`config.mk`:
```
export PLATFORM = sky130hd
export DESIGN_NAME = ccm_coef_ctrl
export DESIGN_NICKNAME = d
export VERILOG_FILES = /design/src/rtl/ccm_pkg.sv /design/src/rtl/vsync_edge_det.sv /design/src/rtl/ccm_coef_ctrl.sv
export SDC_FILE = /design/constraint.sdc
export NUM_CORES = 1
export LEC_CHECK = 0
export BUFFER_PORTS_ARGS = -buffer_cell sky130_fd_sc_hd__buf_2
export CAP_MARGIN = 25
export CORE_ASPECT_RATIO = 1.1
export CORE_UTILIZATION = 52
export CTS_CLUSTER_DIAMETER = 100
export DETAILED_ROUTE_END_ITERATION = 10
export GPL_TIMING_DRIVEN = 0
export PLACE_DENSITY = 0.76
export SYNTH_ARGS = -nofsm -noshare
export SYNTH_HDL_FRONTEND = slang
export SYNTH_HIERARCHICAL = 1
export SYNTH_SLANG_ARGS = --single-unit
```
`constraint.sdc`:
```
create_clock -name clk -period 1.5 [get_ports clk]
set_input_delay 0.075 -clock clk [delete_from_list [all_inputs] [get_ports clk]]
set_output_delay 0.075 -clock clk [all_outputs]
set_load 0.03 [all_outputs]
```
`src/rtl/ccm_pkg.sv`:
```
// Shared definitions for the colour-correction matrix stage: coefficient
// geometry, index names, default matrix and controller state encoding.
package ccm_pkg;

    localparam int COEF_W   = 12;
    localparam int NUM_COEF = 9;

    localparam logic [3:0] IDX_RR = 4'd0;
    localparam logic [3:0] IDX_RG = 4'd1;
    localparam logic [3:0] IDX_RB = 4'd2;
    localparam logic [3:0] IDX_GR = 4'd3;
    localparam logic [3:0] IDX_GG = 4'd4;
    localparam logic [3:0] IDX_GB = 4'd5;
    localparam logic [3:0] IDX_BR = 4'd6;
    localparam logic [3:0] IDX_BG = 4'd7;
    localparam logic [3:0] IDX_BB = 4'd8;

    typedef enum logic [1:0] {
        IDLE    = 2'd0,
        PENDING = 2'd1,
        APPLY   = 2'd2
    } ccm_state_e;

    // Power-on matrix, x256 fixed point; each row sums to 256 (unity gain on grey).
    function automatic logic signed [COEF_W-1:0] ccm_default(input logic [3:0] idx);
        case (idx)
            IDX_RR:  return  12'sd398;
            IDX_RG:  return -12'sd30;
            IDX_RB:  return -12'sd112;
            IDX_GR:  return -12'sd58;
            IDX_GG:  return  12'sd388;
            IDX_GB:  return -12'sd74;
            IDX_BR:  return -12'sd25;
            IDX_BG:  return -12'sd112;
            IDX_BB:  return  12'sd393;
            default: return  12'sd0;
        endcase
    endfunction

    function automatic logic signed [COEF_W-1:0] ccm_identity(input logic [3:0] idx);
        case (idx)
            IDX_RR:  return 12'sd256;
            IDX_GG:  return 12'sd256;
            IDX_BB:  return 12'sd256;
            default: return 12'sd0;
        endcase
    endfunction

endpackage

```
`src/rtl/vsync_edge_det.sv`:
```
// Registers vsync and emits a one-cycle frame-start pulse on the edge
// selected by POL (1 = rising, 0 = falling).
module vsync_edge_det #(
    parameter bit POL = 1'b1
) (
    input  logic clk,
    input  logic rst_n,
    input  logic vsync_in,
    output logic vsync_dly,
    output logic fs_pulse
);

    logic vsync_dly_q;
    logic vsync_dly_d;

    // Next value of the delayed vsync copy
    always_comb begin
        vsync_dly_d = vsync_in;
    end

    // Delayed vsync register
    always_ff @(posedge clk or negedge rst_n) begin
        if (!rst_n) begin
            vsync_dly_q <= 1'b0;
        end else begin
            vsync_dly_q <= vsync_dly_d;
        end
    end

    assign vsync_dly = vsync_dly_q;
    assign fs_pulse  = POL ? (vsync_in & ~vsync_dly_q) : (~vsync_in & vsync_dly_q);

endmodule

```
`src/rtl/ccm_coef_ctrl.sv`:
```
// Shadow/active coefficient controller for the 3x3 CCM; commits land on frame start.
// Optional identity bypass is enabled with `define CCM_COEF_IDENTITY_EN.
module ccm_coef_ctrl
    import ccm_pkg::*;
#(
    parameter bit VSYNC_POL = 1'b1
) (
    input  logic                         clk,
    input  logic                         reset_n,
    input  logic                         in_vsync,
    input  logic                         cfg_wr_en,
    input  logic [3:0]                   cfg_addr,
    input  logic [COEF_W-1:0]            cfg_wdata,
    input  logic                         cfg_commit,
    input  logic                         cfg_rd_active,
`ifdef CCM_COEF_IDENTITY_EN
    input  logic                         cfg_bypass,
`endif
    output logic [COEF_W-1:0]            cfg_rdata,
    output logic                         cfg_ready,
    output logic                         cfg_err,
    output logic [NUM_COEF*COEF_W-1:0]   coef_out,
    output logic                         coef_update
);

    localparam logic [3:0] NUM_COEF_A = 4'(NUM_COEF);

    ccm_state_e                  state_q, state_d;
    logic [COEF_W-1:0]           shadow_q [NUM_COEF];
    logic [COEF_W-1:0]           shadow_d [NUM_COEF];
    logic [COEF_W-1:0]           active_q [NUM_COEF];
    logic [COEF_W-1:0]           active_d [NUM_COEF];
    logic [NUM_COEF*COEF_W-1:0]  coef_q, coef_d;
    logic [COEF_W-1:0]           rdata_q, rdata_d;
    logic                        ready_q, ready_d;
    logic                        err_q, err_d;
    logic                        update_q, update_d;
    logic                        byp_stage_q, byp_stage_d;
    logic                        byp_q, byp_d;

    logic fs_s;
    logic vsync_dly_s;
    logic addr_ok_s;
    logic wr_ok_s;
    logic wr_bad_s;
    logic commit_ok_s;
    logic commit_bad_s;
    logic byp_chg_s;

    vsync_edge_det #(
        .POL(VSYNC_POL)
    ) u_fs_det (
        .clk      (clk),
        .rst_n    (reset_n),
        .vsync_in (in_vsync),
        .vsync_dly(vsync_dly_s),
        .fs_pulse (fs_s)
    );

    // Host strobe qualification; ready_q is high exactly when the FSM is IDLE
    always_comb begin
        addr_ok_s    = (cfg_addr < NUM_COEF_A);
        wr_ok_s      = cfg_wr_en & ready_q & addr_ok_s;
        wr_bad_s     = cfg_wr_en & ~(ready_q & addr_ok_s);
        commit_ok_s  = cfg_commit & ready_q;
        commit_bad_s = cfg_commit & ~ready_q;
    end

    // Commit sequencing, ready and sticky error next-state
    always_comb begin
        state_d = state_q;
        case (state_q)
            IDLE: begin
                if (commit_ok_s) state_d = PENDING;
                else             state_d = IDLE;
            end
            PENDING: begin
                if (fs_s) state_d = APPLY;
                else      state_d = PENDING;
            end
            APPLY:   state_d = IDLE;
            default: state_d = IDLE;
        endcase

        ready_d = (state_d == IDLE);

        // A fresh error in the same cycle as an accepted commit stays visible
        if (wr_bad_s | commit_bad_s) begin
            err_d = 1'b1;
        end else if (commit_ok_s) begin
            err_d = 1'b0;
        end else begin
            err_d = err_q;
        end
    end

    // Bank updates and registered readback
    always_comb begin
        shadow_d = shadow_q;
        active_d = active_q;
        if (wr_ok_s) begin
            shadow_d[cfg_addr] = cfg_wdata;
        end else begin
            shadow_d = shadow_q;
        end
        if (state_q == APPLY) begin
            active_d = shadow_q;
        end else begin
            active_d = active_q;
        end

        if (!addr_ok_s) begin
            rdata_d = {COEF_W{1'b0}};
        end else if (cfg_rd_active) begin
            rdata_d = active_q[cfg_addr];
        end else begin
            rdata_d = shadow_q[cfg_addr];
        end
    end

    // Bypass staging: sampled at frame start, reaches the output one cycle later
    always_comb begin
`ifdef CCM_COEF_IDENTITY_EN
        if (fs_s) byp_stage_d = cfg_bypass;
        else      byp_stage_d = byp_stage_q;
`else
        byp_stage_d = 1'b0;
`endif
        byp_d     = byp_stage_q;
        byp_chg_s = byp_stage_q ^ byp_q;
        update_d  = (state_q == APPLY) | byp_chg_s;
    end

    // Output matrix follows the bank (or identity) that becomes current next cycle
    always_comb begin
        coef_d = coef_q;
        for (int k = 0; k < NUM_COEF; k++) begin
            if (byp_stage_q) begin
                coef_d[k*COEF_W +: COEF_W] = ccm_identity(4'(k));
            end else begin
                coef_d[k*COEF_W +: COEF_W] = active_d[k];
            end
        end
    end

    // State and output registers
    always_ff @(posedge clk or negedge reset_n) begin
        if (!reset_n) begin
            state_q     <= IDLE;
            rdata_q     <= {COEF_W{1'b0}};
            ready_q     <= 1'b1;
            err_q       <= 1'b0;
            update_q    <= 1'b0;
            byp_stage_q <= 1'b0;
            byp_q       <= 1'b0;
            for (int k = 0; k < NUM_COEF; k++) begin
                shadow_q[k]                <= ccm_default(4'(k));
                active_q[k]                <= ccm_default(4'(k));
                coef_q[k*COEF_W +: COEF_W] <= ccm_default(4'(k));
            end
        end else begin
            state_q     <= state_d;
            rdata_q     <= rdata_d;
            ready_q     <= ready_d;
            err_q       <= err_d;
            update_q    <= update_d;
            byp_stage_q <= byp_stage_d;
            byp_q       <= byp_d;
            shadow_q    <= shadow_d;
            active_q    <= active_d;
            coef_q      <= coef_d;
        end
    end

    assign cfg_rdata   = rdata_q;
    assign cfg_ready   = ready_q;
    assign cfg_err     = err_q;
    assign coef_out    = coef_q;
    assign coef_update = update_q;

endmodule
```
==> flow_results.xml, run 1 <==
<?xml version="1.0" encoding="UTF-8"?>
<metrics>
  <group name="status">
    <metric name="outcome" unit="">finished, violations left</metric>
    <metric name="violated_checks" unit="">setup timing</metric>
  </group>
  <group name="yosys">
    <metric name="synth_cell_type_count" unit="">43</metric>
    <metric name="synth_area_per_cell" unit="um2">11.3</metric>
    <metric name="seq_area_frac_synth" unit="%">56.9</metric>
    <metric name="synth_enable_flop_cells" unit="">0</metric>
    <metric name="synth_top_flop_cell" unit="">dfstp_2</metric>
    <metric name="syn-num-nets" unit="">959</metric>
    <metric name="syn-cell-area" unit="um2">10600</metric>
    <metric name="synth_warnings" unit="">6</metric>
    <metric name="asr_flop_ratio_synth" unit="%">100</metric>
    <metric name="synthCells" unit="">937</metric>
    <metric name="number_of_synthesized_register_bits" unit="">234</metric>
  </group>
  <group name="power_and_ir_drop">
    <metric name="vdd_ir_drop_max" unit="mV">1.38</metric>
    <metric name="finalPower" unit="uW">28800</metric>
    <metric name="power-per-cell-area" unit="nW/um2">2200</metric>
    <metric name="cellLeakagePower" unit="uW">0.00644</metric>
  </group>
  <group name="route">
    <metric name="drc_marker_count_from_the_first_detailed_route_iteration" unit="">640</metric>
    <metric name="drt-wirelength-per-cell" unit="um">23.0</metric>
    <metric name="vias_per_inst" unit="">5.97</metric>
    <metric name="drt_first_pass_iters" unit="">5</metric>
    <metric name="via_count_of_the_routed_design" unit="">8403</metric>
    <metric name="route.antenna.remaining_nets" unit="">0</metric>
    <metric name="drt-total-wl" unit="mm">32.3</metric>
    <metric name="drcViolationCount" unit="">0</metric>
  </group>
  <group name="cts">
    <metric name="clk_pin_slew_worst_paths" unit="ps">60</metric>
    <metric name="clk_latency" unit="ps">520</metric>
    <metric name="clock-sinks" unit="">234</metric>
    <metric name="cts_made_buffers" unit="">24</metric>
    <metric name="cts.htree.levels" unit="">1</metric>
    <metric name="clock_tree_from_tritoncts" unit="">built</metric>
    <metric name="cts.root.buffer_cell" unit="">clkbuf_16</metric>
    <metric name="cts.path.max_buffers" unit="">3</metric>
  </group>
  <group name="global_route">
    <metric name="number_of_antenna_violations_at_the_first_check_in_global_routing" unit="">0</metric>
    <metric name="grt_max_degree" unit="">119</metric>
    <metric name="grt_use_total" unit="%">31.6</metric>
    <metric name="grt.busiest_layer" unit="">met2</metric>
    <metric name="global_route_met3_utilization" unit="%">5.99</metric>
    <metric name="grt_pass1_vias" unit="">8135</metric>
    <metric name="gr-usage-met2" unit="%">48.9</metric>
    <metric name="globalRouteMet1Util" unit="%">43.0</metric>
    <metric name="grt_pass1_wl" unit="mm">47.7</metric>
    <metric name="total_congestion_overflow" unit="">0</metric>
  </group>
  <group name="timing">
    <metric name="timing.hold.ws" unit="ps">86.6</metric>
    <metric name="finalSetupViolations" unit="">97</metric>
    <metric name="finalWorstPathRequiredPeriod" unit="ps">1680</metric>
    <metric name="worst_clock_skew" unit="ps">16.0</metric>
    <metric name="tightestPinTransition" unit="ps">878</metric>
    <metric name="max_freq" unit="GHz">0.595</metric>
    <metric name="hold_viol" unit="">0</metric>
    <metric name="setup_repair_after_global_routing_missed_its_margin" unit="">true</metric>
    <metric name="period_share" unit="%">112</metric>
    <metric name="slew_headroom" unit="%">41.5</metric>
    <metric name="timing_max_transition_violations_final" unit="">0</metric>
    <metric name="final.setup.tns" unit="ps">-9560</metric>
    <metric name="finalWorstSetupSlack" unit="ps">-181</metric>
  </group>
  <group name="setup_path">
    <metric name="worstSetupPathType" unit="">register to register</metric>
    <metric name="rr_worst_depth" unit="">4</metric>
    <metric name="critPathRequiredTime" unit="ps">1930</metric>
    <metric name="timing.critical_path.arrival" unit="ps">2110</metric>
    <metric name="cp_max_fo" unit="">5</metric>
    <metric name="critPathLaunchType" unit="">register</metric>
    <metric name="worst-r2r-setup-slack" unit="ps">-180</metric>
    <metric name="cp-end-kind" unit="">register</metric>
  </group>
  <group name="floorplan">
    <metric name="initial_core_util" unit="%">53.2</metric>
    <metric name="die_height" unit="um">151</metric>
    <metric name="ioPinCount" unit="">145</metric>
    <metric name="core-area" unit="um2">19900</metric>
    <metric name="dieArea" unit="um2">20900</metric>
    <metric name="die_width" unit="um">138</metric>
    <metric name="row_count" unit="">54</metric>
  </group>
  <group name="layout">
    <metric name="area_growth_syn_to_layout" unit="%">23.8</metric>
    <metric name="final_net_count" unit="">1159</metric>
    <metric name="final_layout_size_suffix_gt1_share" unit="%">43.7</metric>
    <metric name="final_design_area_no_fill" unit="um2">13100</metric>
    <metric name="antenna_cells" unit="">0</metric>
  </group>
  <group name="min_path">
    <metric name="timing.hold.worst_path_depth" unit="">4</metric>
    <metric name="hold_path.class" unit="">input pin to register</metric>
  </group>
  <group name="place">
    <metric name="port_buffers" unit="">142</metric>
    <metric name="hpwlAfterDp" unit="mm">21.5</metric>
    <metric name="place_area" unit="um2">11800</metric>
    <metric name="routabilityCongestion" unit="">0.901</metric>
  </group>
  <group name="flow_run">
    <metric name="maxCapViolations" unit="">0</metric>
  </group>
</metrics>
==> final timing paths <==
check	from	to
setup / recovery	cfg_ready	shadow_q[43]
hold / removal	cfg_rd_active	cfg_rdata[11]
setup reg to reg	cfg_ready	shadow_q[43]
hold reg to reg	shadow_q[44]	coef_out[68]
max in group asynchronous	reset_n	coef_out[15]
min in group asynchronous	reset_n	coef_out[58]
==> synthesized netlist by cell type (2+ instances only) <==
cell type | n | share of area [%]
o22ai_1 | 22 | 1.3
nand2b_1 | 3 | 0.18
dfrtp_1 | 115 | 27
buf_1 | 3 | 0.11
mux4_2 | 13 | 2.8
a21oi_1 | 13 | 0.62
nor2_1 | 9 | 0.32
buf_4 | 9 | 0.64
a211oi_1 | 12 | 0.85
a22oi_1 | 13 | 0.92
inv_1 | 2 | 0.071
a221oi_1 | 12 | 1.0
mux2_2 | 109 | 12
nor2b_1 | 2 | 0.12
mux2i_1 | 66 | 6.3
nand2_1 | 341 | 12
dfstp_2 | 119 | 30
nand3b_1 | 2 | 0.14
buf_2 | 19 | 0.90
nor3b_2 | 2 | 0.24
mux2_1 | 3 | 0.32
clkbuf_1 | 27 | 0.96
==> registers in the layout, indices dropped and copies added, names as in the netlist <==
| register | flops |
|---|---|
| shadow_q | 108 |
| coef_out | 107 |
| coef_update | 1 |
| state_q | 2 |
| cfg_ready | 1 |
| active_q | 1 |
| cfg_rdata | 12 |
| cfg_err | 1 |
| u_fs_det/vsync_dly | 1 |
==> cells by family after synthesis <==
kind of cell | Yosys count | share of synthesized area (%)
AND/OR/NAND/NOR | 372 | 14.2
buffers and inverters | 62 | 2.82
AO/OA/AOI/OAI | 78 | 5.15
multiplexers | 191 | 21.0
flip-flops | 234 | 56.9
==> metal layers <==
metal	wire, um	up-vias
met5	0	-
met4	1390	0
met3	2880	95
met2	15100	477
met1	12900	4224
li1	-	3607
==> placed cells by master (no fill, tap or decap), types with 2 or more instances in the layout <==
cell type and count:
a211oi_1 12, a21oi_1 12, a221oi_1 12, a22oi_1 12
buf_2 152, buf_4 16, buf_6 16, buf_8 6
bufinv_16 2, clkbuf_1 15, clkbuf_16 26, clkbuf_2 8
clkbuf_4 9, clkbuf_8 6, clkinv_2 3, dfrtp_1 115
dfstp_2 119, dlygate4sd3_1 16, inv_1 2, mux2_2 81
mux2_4 31, mux2i_1 66, mux4_2 13, nand2_1 339
nand2_2 2, nand2b_1 3, nand3b_1 2, nor2_1 8
nor2b_1 2, nor3b_4 2, o22ai_1 22
==> metrics by stage <==
step                setup WS, ps  utilization [%]  std cells
floorplan                   -154                -        937
global placement           -3610             59.1       1331
detailed placement          -687             59.2       1332
CTS                         -176             65.3       1403
global route                -212             65.8       1407
finish                      -181             65.8       1407
==> worst max-delay path, cell delays in order (launching register included) <==
cell     delay (ps)
dfstp_2         600
nand3_4         120
nor3b_4         330
buf_6           200
mux2_2          350
==> power breakdown <==
group          leakage [uW]  total, uW  internal [uW]  switching (uW)
clock network      0.000400       6150           3700            2450
registers           0.00274      12500          10100            2400
logic               0.00330      10100           3780            6310
==> area by class of cell <==
cell class | count | area, um2
sequential | 234 | 6000
buffer | 57 | 408
timing repair buffer | 176 | 1090
clock buffer | 38 | 734
clock inverter | 6 | 82.6
multi-input combinational | 641 | 4430
fill | 1515 | 6790
inverter | 3 | 13.8
tap | 252 | 315
==> what timing repair did <==
item,CTS,global route
pin swaps,0,2
endpoints found under the hold margin,167,0
resized for setup,59,25
hold buffers,16,0
cloned,2,2
setup buffers,9,5
endpoints found under the setup margin,202,183
No activity file was read; power rests on OpenSTA's default activity.
==> inputs of run 2 (changes only) <==
Settings changed: PLACE_DENSITY 0.76 to 0.73.
Clock period 1.5 ns to 1.8 ns, I/O delays scaled along.
==> run 2 against run 1 <==
The run now ends clean; register-to-register slack better by 220 ps; count of clock-buffer cells in the layout is 3 lower; total power is 16% lower; combinational power is 20% lower; sequential share of layout area up 1.0 points; critical endpoint is now shadow_q[27].
==> flow_results.xml, run 2 (synthesis results as in run 1) <==
<?xml version="1.0" encoding="UTF-8"?>
<metrics>
  <group name="global_route">
    <metric name="number_of_antenna_violations_at_the_first_check_in_global_routing" unit="">1</metric>
    <metric name="total_congestion_overflow" unit="">0</metric>
    <metric name="grt_pass1_wl" unit="mm">47.1</metric>
    <metric name="grt_max_degree" unit="">122</metric>
    <metric name="grt_pass1_vias" unit="">8208</metric>
    <metric name="grt_use_total" unit="%">31.2</metric>
  </group>
  <group name="floorplan">
    <metric name="die_width" unit="um">138</metric>
    <metric name="ioPinCount" unit="">145</metric>
    <metric name="dieArea" unit="um2">20900</metric>
    <metric name="initial_core_util" unit="%">53.2</metric>
    <metric name="die_height" unit="um">151</metric>
    <metric name="row_count" unit="">54</metric>
    <metric name="core-area" unit="um2">19900</metric>
  </group>
  <group name="power_and_ir_drop">
    <metric name="internal_power" unit="uW">14800</metric>
    <metric name="power_frac_clock" unit="%">23.2</metric>
    <metric name="cellLeakagePower" unit="uW">0.00630</metric>
    <metric name="vdd_ir_drop_max" unit="mV">1.26</metric>
    <metric name="finalPower" unit="uW">24000</metric>
    <metric name="swShare" unit="%">38.4</metric>
    <metric name="sequential_group_share_of_total_power" unit="%">43.2</metric>
    <metric name="power-per-cell-area" unit="nW/um2">1880</metric>
    <metric name="comb_power_share" unit="%">33.6</metric>
    <metric name="switchingPower" unit="uW">9240</metric>
  </group>
  <group name="route">
    <metric name="vias_per_inst" unit="">5.89</metric>
    <metric name="via_count_of_the_routed_design" unit="">8223</metric>
    <metric name="drt_first_pass_iters" unit="">5</metric>
    <metric name="drcViolationCount" unit="">0</metric>
    <metric name="drt-wirelength-per-cell" unit="um">22.9</metric>
    <metric name="drc_marker_count_from_the_first_detailed_route_iteration" unit="">543</metric>
    <metric name="drt-total-wl" unit="mm">31.9</metric>
    <metric name="route.antenna.remaining_nets" unit="">0</metric>
  </group>
  <group name="timing">
    <metric name="finalSetupViolations" unit="">0</metric>
    <metric name="period_share" unit="%">97.6</metric>
    <metric name="timing_max_transition_violations_final" unit="">0</metric>
    <metric name="finalWorstPathRequiredPeriod" unit="ps">1760</metric>
    <metric name="hold_viol" unit="">0</metric>
    <metric name="tightestPinTransition" unit="ps">854</metric>
    <metric name="final.setup.tns" unit="ps">0</metric>
    <metric name="worst_clock_skew" unit="ps">9.96</metric>
    <metric name="max_freq" unit="GHz">0.569</metric>
    <metric name="slew_headroom" unit="%">43.0</metric>
    <metric name="setup_repair_after_global_routing_missed_its_margin" unit="">true</metric>
  </group>
  <group name="layout">
    <metric name="fill_cells" unit="">1580</metric>
    <metric name="area_growth_syn_to_layout" unit="%">21.2</metric>
    <metric name="layout.core_utilization" unit="%">64.4</metric>
    <metric name="mostFrequentLayoutCells" unit="">340 x nand2_1, 157 x buf_2, 119 x dfstp_2</metric>
    <metric name="largest_register" unit="">shadow_q</metric>
    <metric name="largest_register_ff_count" unit="">108</metric>
    <metric name="mostFrequentLayoutCell" unit="">nand2_1</metric>
    <metric name="final_net_count" unit="">1148</metric>
    <metric name="final_layout_size_suffix_gt1_share" unit="%">42.4</metric>
    <metric name="antenna_cells" unit="">0</metric>
  </group>
  <group name="cts">
    <metric name="clock_tree_from_tritoncts" unit="">built</metric>
    <metric name="clock-sinks" unit="">234</metric>
    <metric name="clk_latency" unit="ps">520</metric>
    <metric name="cts.root.buffer_cell" unit="">clkbuf_16</metric>
    <metric name="clk_pin_slew_worst_paths" unit="ps">60</metric>
    <metric name="cts_made_buffers" unit="">24</metric>
    <metric name="cts.htree.levels" unit="">1</metric>
    <metric name="cts.path.max_buffers" unit="">3</metric>
  </group>
  <group name="setup_path">
    <metric name="worst_path_dominant_cell_family" unit="">flip-flops</metric>
    <metric name="critPathRequiredTime" unit="ps">2210</metric>
    <metric name="cp_max_fo" unit="">10</metric>
    <metric name="critPathLaunchType" unit="">register</metric>
    <metric name="timing.critical_path.cells" unit="">nand3_4, nor3b_4, buf_6, mux2_2</metric>
    <metric name="rr_worst_depth" unit="">4</metric>
    <metric name="stage_delay_of_the_slowest_cell_on_the_critical_path" unit="ps">630</metric>
    <metric name="critical_path_depth" unit="">4</metric>
    <metric name="timing.critical_path.arrival" unit="ps">2160</metric>
    <metric name="cp-end-kind" unit="">register</metric>
    <metric name="critPathBufInv" unit="">1</metric>
    <metric name="worstSetupPathType" unit="">register to register</metric>
    <metric name="critical_path.slowest_cell" unit="">dfstp_2</metric>
  </group>
  <group name="place">
    <metric name="routabilityCongestion" unit="">0.915</metric>
    <metric name="hpwlAfterDp" unit="mm">21.3</metric>
    <metric name="port_buffers" unit="">142</metric>
  </group>
  <group name="min_path">
    <metric name="timing.hold.worst_path_depth" unit="">4</metric>
    <metric name="hold_path.class" unit="">input pin to register</metric>
  </group>
  <group name="status">
    <metric name="outcome" unit="">completed</metric>
  </group>
  <group name="flow_run">
    <metric name="maxCapViolations" unit="">0</metric>
  </group>
</metrics>
[run 2: worst register-to-register path: cells and delay by family, from the launching register on]
kind                   cells  cell delay (ps)
buffers and inverters      1              230
muxes                      1              360
DFF                        1              630
and+or+nand+nor            2              430
[run 2: layer usage]
layer	track usage (%)	wire length [um]	share of wire (%)	up-vias
met5	0	9	0.028	-
met4	14.7	1490	4.7	2
met3	5.36	2180	6.8	91
met2	51.1	15300	48	385
met1	40.4	12900	41	4146
li1	-	-	-	3599
[run 2: timing repair]
item                                   4_1_cts  5_1_grt
endpoints found under the hold margin      156        0
hold buffers                                16        0
resized for setup                           19       13
buffers inserted                             1        3
setup endpoints to repair                   88       65
pin swaps                                    0        1
cloned                                       0        1
[run 2: power groups by stage]
stage	Clock (uW)	Combinational, uW	Sequential, uW
after floorplan	0	3100	12400
after global placement	0	7770	10300
after detailed placement	0	7970	10400
after CTS	5610	8080	10300
after global routing	5830	8680	10700
final	5590	8080	10400
[run 2: cell type report]
cell class	instances	area (um2)	share of cell area (%)
Timing Repair Buffer	164	943	7.37
Inverter	3	11.3	0.0880
Buffer	58	328	2.56
Multi-Input combinational cell	641	4300	33.6
Clock inverter	9	173	1.35
Sequential cell	234	6000	46.9
Tap cell	252	315	2.46
Clock buffer	35	723	5.65
[run 2: path summary, 6_finish.rpt]
path,startpoint,to,slack (ps)
min reg2reg,shadow_q[97],coef_out[1],460
max,cfg_ready,shadow_q[27],40
min in group asynchronous,reset_n,coef_out[58],230
max reg2reg,cfg_ready,shadow_q[27],40
max in group asynchronous,reset_n,shadow_q[9],490
min,cfg_rd_active,cfg_rdata[11],60
[run 2: stage by stage]
stage	cell area, um2	std cells	setup WS [ps]	hold WS [ps]
3_3_place_gp	11600	1331	-3390	216
4_1_cts	12700	1392	0.305	33.2
2_1_floorplan	10600	937	32.3	-206
5_1_grt	12800	1396	-4.15	94.6
6_report	12800	1396	43.6	60.7
3_5_place_dp	11600	1332	-385	218
==> inputs of run 3 (changes only) <==
Settings changed: CORE_UTILIZATION 52 to 44, CTS_CLUSTER_DIAMETER 100 to 200, PLACE_DENSITY 0.73 to 0.64, SLEW_MARGIN set to 20.
==> run 3 against run 2 <==
Wire length up 2.9%; via count down 2.0%; sequential share of layout area down 0.11 points; highest routed layer is now met4; clock power down 2%.
==> flow_results.xml, run 3 (synthesis results as in run 1) <==
<?xml version="1.0" encoding="UTF-8"?>
<metrics>
  <group name="status">
    <metric name="outcome" unit="">completed</metric>
  </group>
  <group name="setup_path">
    <metric name="critical_path.slowest_cell" unit="">dfstp_2</metric>
    <metric name="critical_path_depth" unit="">4</metric>
    <metric name="cp-end-kind" unit="">register</metric>
    <metric name="worstSetupPathType" unit="">register to register</metric>
    <metric name="rr_worst_depth" unit="">4</metric>
    <metric name="critPathBufInv" unit="">1</metric>
    <metric name="critPathRequiredTime" unit="ps">2210</metric>
    <metric name="critPathLaunchType" unit="">register</metric>
    <metric name="stage_delay_of_the_slowest_cell_on_the_critical_path" unit="ps">610</metric>
    <metric name="cp_max_fo" unit="">10</metric>
    <metric name="timing.critical_path.cells" unit="">nand3_2, nor3b_2, buf_6, mux2_2</metric>
    <metric name="worst_path_dominant_cell_family" unit="">flip-flops</metric>
    <metric name="timing.critical_path.arrival" unit="ps">2190</metric>
  </group>
  <group name="timing">
    <metric name="finalSetupViolations" unit="">0</metric>
    <metric name="tightestPinTransition" unit="ps">778</metric>
    <metric name="hold_viol" unit="">0</metric>
    <metric name="finalWorstPathRequiredPeriod" unit="ps">1780</metric>
    <metric name="setup_repair_after_global_routing_missed_its_margin" unit="">true</metric>
    <metric name="timing_max_transition_violations_final" unit="">0</metric>
    <metric name="worst_clock_skew" unit="ps">9.31</metric>
    <metric name="period_share" unit="%">98.8</metric>
    <metric name="max_freq" unit="GHz">0.562</metric>
    <metric name="slew_headroom" unit="%">48.1</metric>
  </group>
  <group name="global_route">
    <metric name="grt_pass1_vias" unit="">8069</metric>
    <metric name="number_of_antenna_violations_at_the_first_check_in_global_routing" unit="">0</metric>
    <metric name="grt_pass1_wl" unit="mm">49.1</metric>
    <metric name="total_congestion_overflow" unit="">0</metric>
    <metric name="grt_use_total" unit="%">27.3</metric>
    <metric name="grt_max_degree" unit="">102</metric>
  </group>
  <group name="layout">
    <metric name="final_net_count" unit="">1147</metric>
    <metric name="area_growth_syn_to_layout" unit="%">21.5</metric>
    <metric name="final_layout_size_suffix_gt1_share" unit="%">42.2</metric>
    <metric name="multi_input_comb_area" unit="um2">4280</metric>
    <metric name="mostFrequentLayoutCells" unit="">340 x nand2_1, 157 x buf_2, 119 x dfstp_2</metric>
    <metric name="mostFrequentLayoutCell" unit="">nand2_1</metric>
    <metric name="largest_register" unit="">shadow_q</metric>
    <metric name="final_design_area_no_fill" unit="um2">12800</metric>
    <metric name="antenna_cells" unit="">0</metric>
    <metric name="sequential_cell_area" unit="um2">6000</metric>
    <metric name="fill_cells" unit="">2183</metric>
    <metric name="largest_register_ff_count" unit="">108</metric>
  </group>
  <group name="cts">
    <metric name="cts.path.max_buffers" unit="">3</metric>
    <metric name="clk_latency" unit="ps">530</metric>
    <metric name="clock_tree_from_tritoncts" unit="">built</metric>
    <metric name="cts.htree.levels" unit="">1</metric>
    <metric name="cts.root.buffer_cell" unit="">clkbuf_16</metric>
    <metric name="clk_pin_slew_worst_paths" unit="ps">60</metric>
    <metric name="clock-sinks" unit="">234</metric>
    <metric name="cts_made_buffers" unit="">26</metric>
  </group>
  <group name="place">
    <metric name="port_buffers" unit="">142</metric>
    <metric name="place_area" unit="um2">11700</metric>
    <metric name="routabilityCongestion" unit="">0.905</metric>
    <metric name="hpwlAfterDp" unit="mm">22.6</metric>
  </group>
  <group name="power_and_ir_drop">
    <metric name="vdd_ir_drop_max" unit="mV">0.888</metric>
    <metric name="sequential_group_share_of_total_power" unit="%">43.3</metric>
    <metric name="switchingPower" unit="uW">9280</metric>
    <metric name="power_frac_clock" unit="%">23.0</metric>
    <metric name="internal_power" unit="uW">14600</metric>
    <metric name="comb_power_share" unit="%">33.6</metric>
    <metric name="power-per-cell-area" unit="nW/um2">1860</metric>
    <metric name="finalPower" unit="uW">23900</metric>
    <metric name="cellLeakagePower" unit="uW">0.00627</metric>
    <metric name="swShare" unit="%">38.8</metric>
  </group>
  <group name="route">
    <metric name="drc_marker_count_from_the_first_detailed_route_iteration" unit="">566</metric>
    <metric name="via_count_of_the_routed_design" unit="">8057</metric>
    <metric name="drt-total-wl" unit="mm">32.8</metric>
    <metric name="vias_per_inst" unit="">5.56</metric>
    <metric name="route.antenna.remaining_nets" unit="">0</metric>
    <metric name="drcViolationCount" unit="">0</metric>
    <metric name="drt_first_pass_iters" unit="">5</metric>
    <metric name="drt-wirelength-per-cell" unit="um">22.6</metric>
  </group>
  <group name="floorplan">
    <metric name="die_height" unit="um">164</metric>
    <metric name="core-area" unit="um2">23600</metric>
    <metric name="dieArea" unit="um2">24600</metric>
    <metric name="initial_core_util" unit="%">44.7</metric>
    <metric name="row_count" unit="">59</metric>
    <metric name="die_width" unit="um">150</metric>
    <metric name="ioPinCount" unit="">145</metric>
  </group>
  <group name="flow_run">
    <metric name="maxCapViolations" unit="">0</metric>
  </group>
  <group name="min_path">
    <metric name="hold_path.class" unit="">input pin to async pin</metric>
  </group>
</metrics>
==> run 3: final cells by class <==
class,count,area share (%)
Clock inverter,10,1.04
Tap cell,305,2.97
Sequential cell,234,46.8
Multi-Input combinational cell,641,33.3
Inverter,3,0.0878
Timing Repair Buffer,161,7.35
Buffer,58,2.57
Clock buffer,38,5.82
==> run 3: power by group through the flow <==
stage / sequential [uW] / clock (uW) / combinational [uW]
3_5_place_dp: 10400 / 0 / 8000
5_1_grt: 10700 / 5770 / 8690
3_3_place_gp: 10300 / 0 / 7820
6_report: 10400 / 5500 / 8040
4_1_cts: 10300 / 5560 / 8080
2_1_floorplan: 12400 / 0 / 3100
==> run 3: repair_timing <==
action	4_1_cts	5_1_grt
hold endpoints to repair	242	0
cloned	0	0
buffers inserted	1	0
resized for setup	15	21
setup endpoints to repair	68	91
hold buffers	16	0
pin swaps	0	1
==> run 3: worst paths after layout <==
check	start	to	slack (ps)
max in group asynchronous	reset_n	coef_out[99]	940
max	cfg_ready	shadow_q[27]	20
min in group clk	cfg_rd_active	cfg_rdata[11]	70
min reg2reg	shadow_q[66]	coef_out[42]	450
max reg2reg	cfg_ready	shadow_q[27]	20
min	reset_n	coef_out[58]	30
==> run 3: metrics by stage <==
step	setup slack (ps)	std cells	setup TNS, ps	hold slack, ps	utilization [%]
CTS	3.90	1450	0	36.0	54.2
global placement	-3480	1384	-649210	216	49.3
finish	21.3	1450	0	31.9	54.3
global route	-9.12	1450	-14.2	56.6	54.3
floorplan	32.3	937	0	-206	-
detailed placement	-400	1386	-11140	-5.81	49.6
==> run 3: routing by layer <==
metal / wire length [um] / share of wire [%] / track usage (%)
met3: 1760 / 5.4 / 3.62
met1: 14000 / 43 / 36.8
met2: 15500 / 47 / 43.5
met4: 1540 / 4.7 / 13.1
met5: 0 / 0 / 0
==> run 3: worst reg2reg max path: cells and delay by family (launching register included) <==
family                 cells  cell delay [ps]
flip-flops                 1              610
AND/OR/NAND/NOR            2              460
multiplexers               1              350
buffers and inverters      1              230
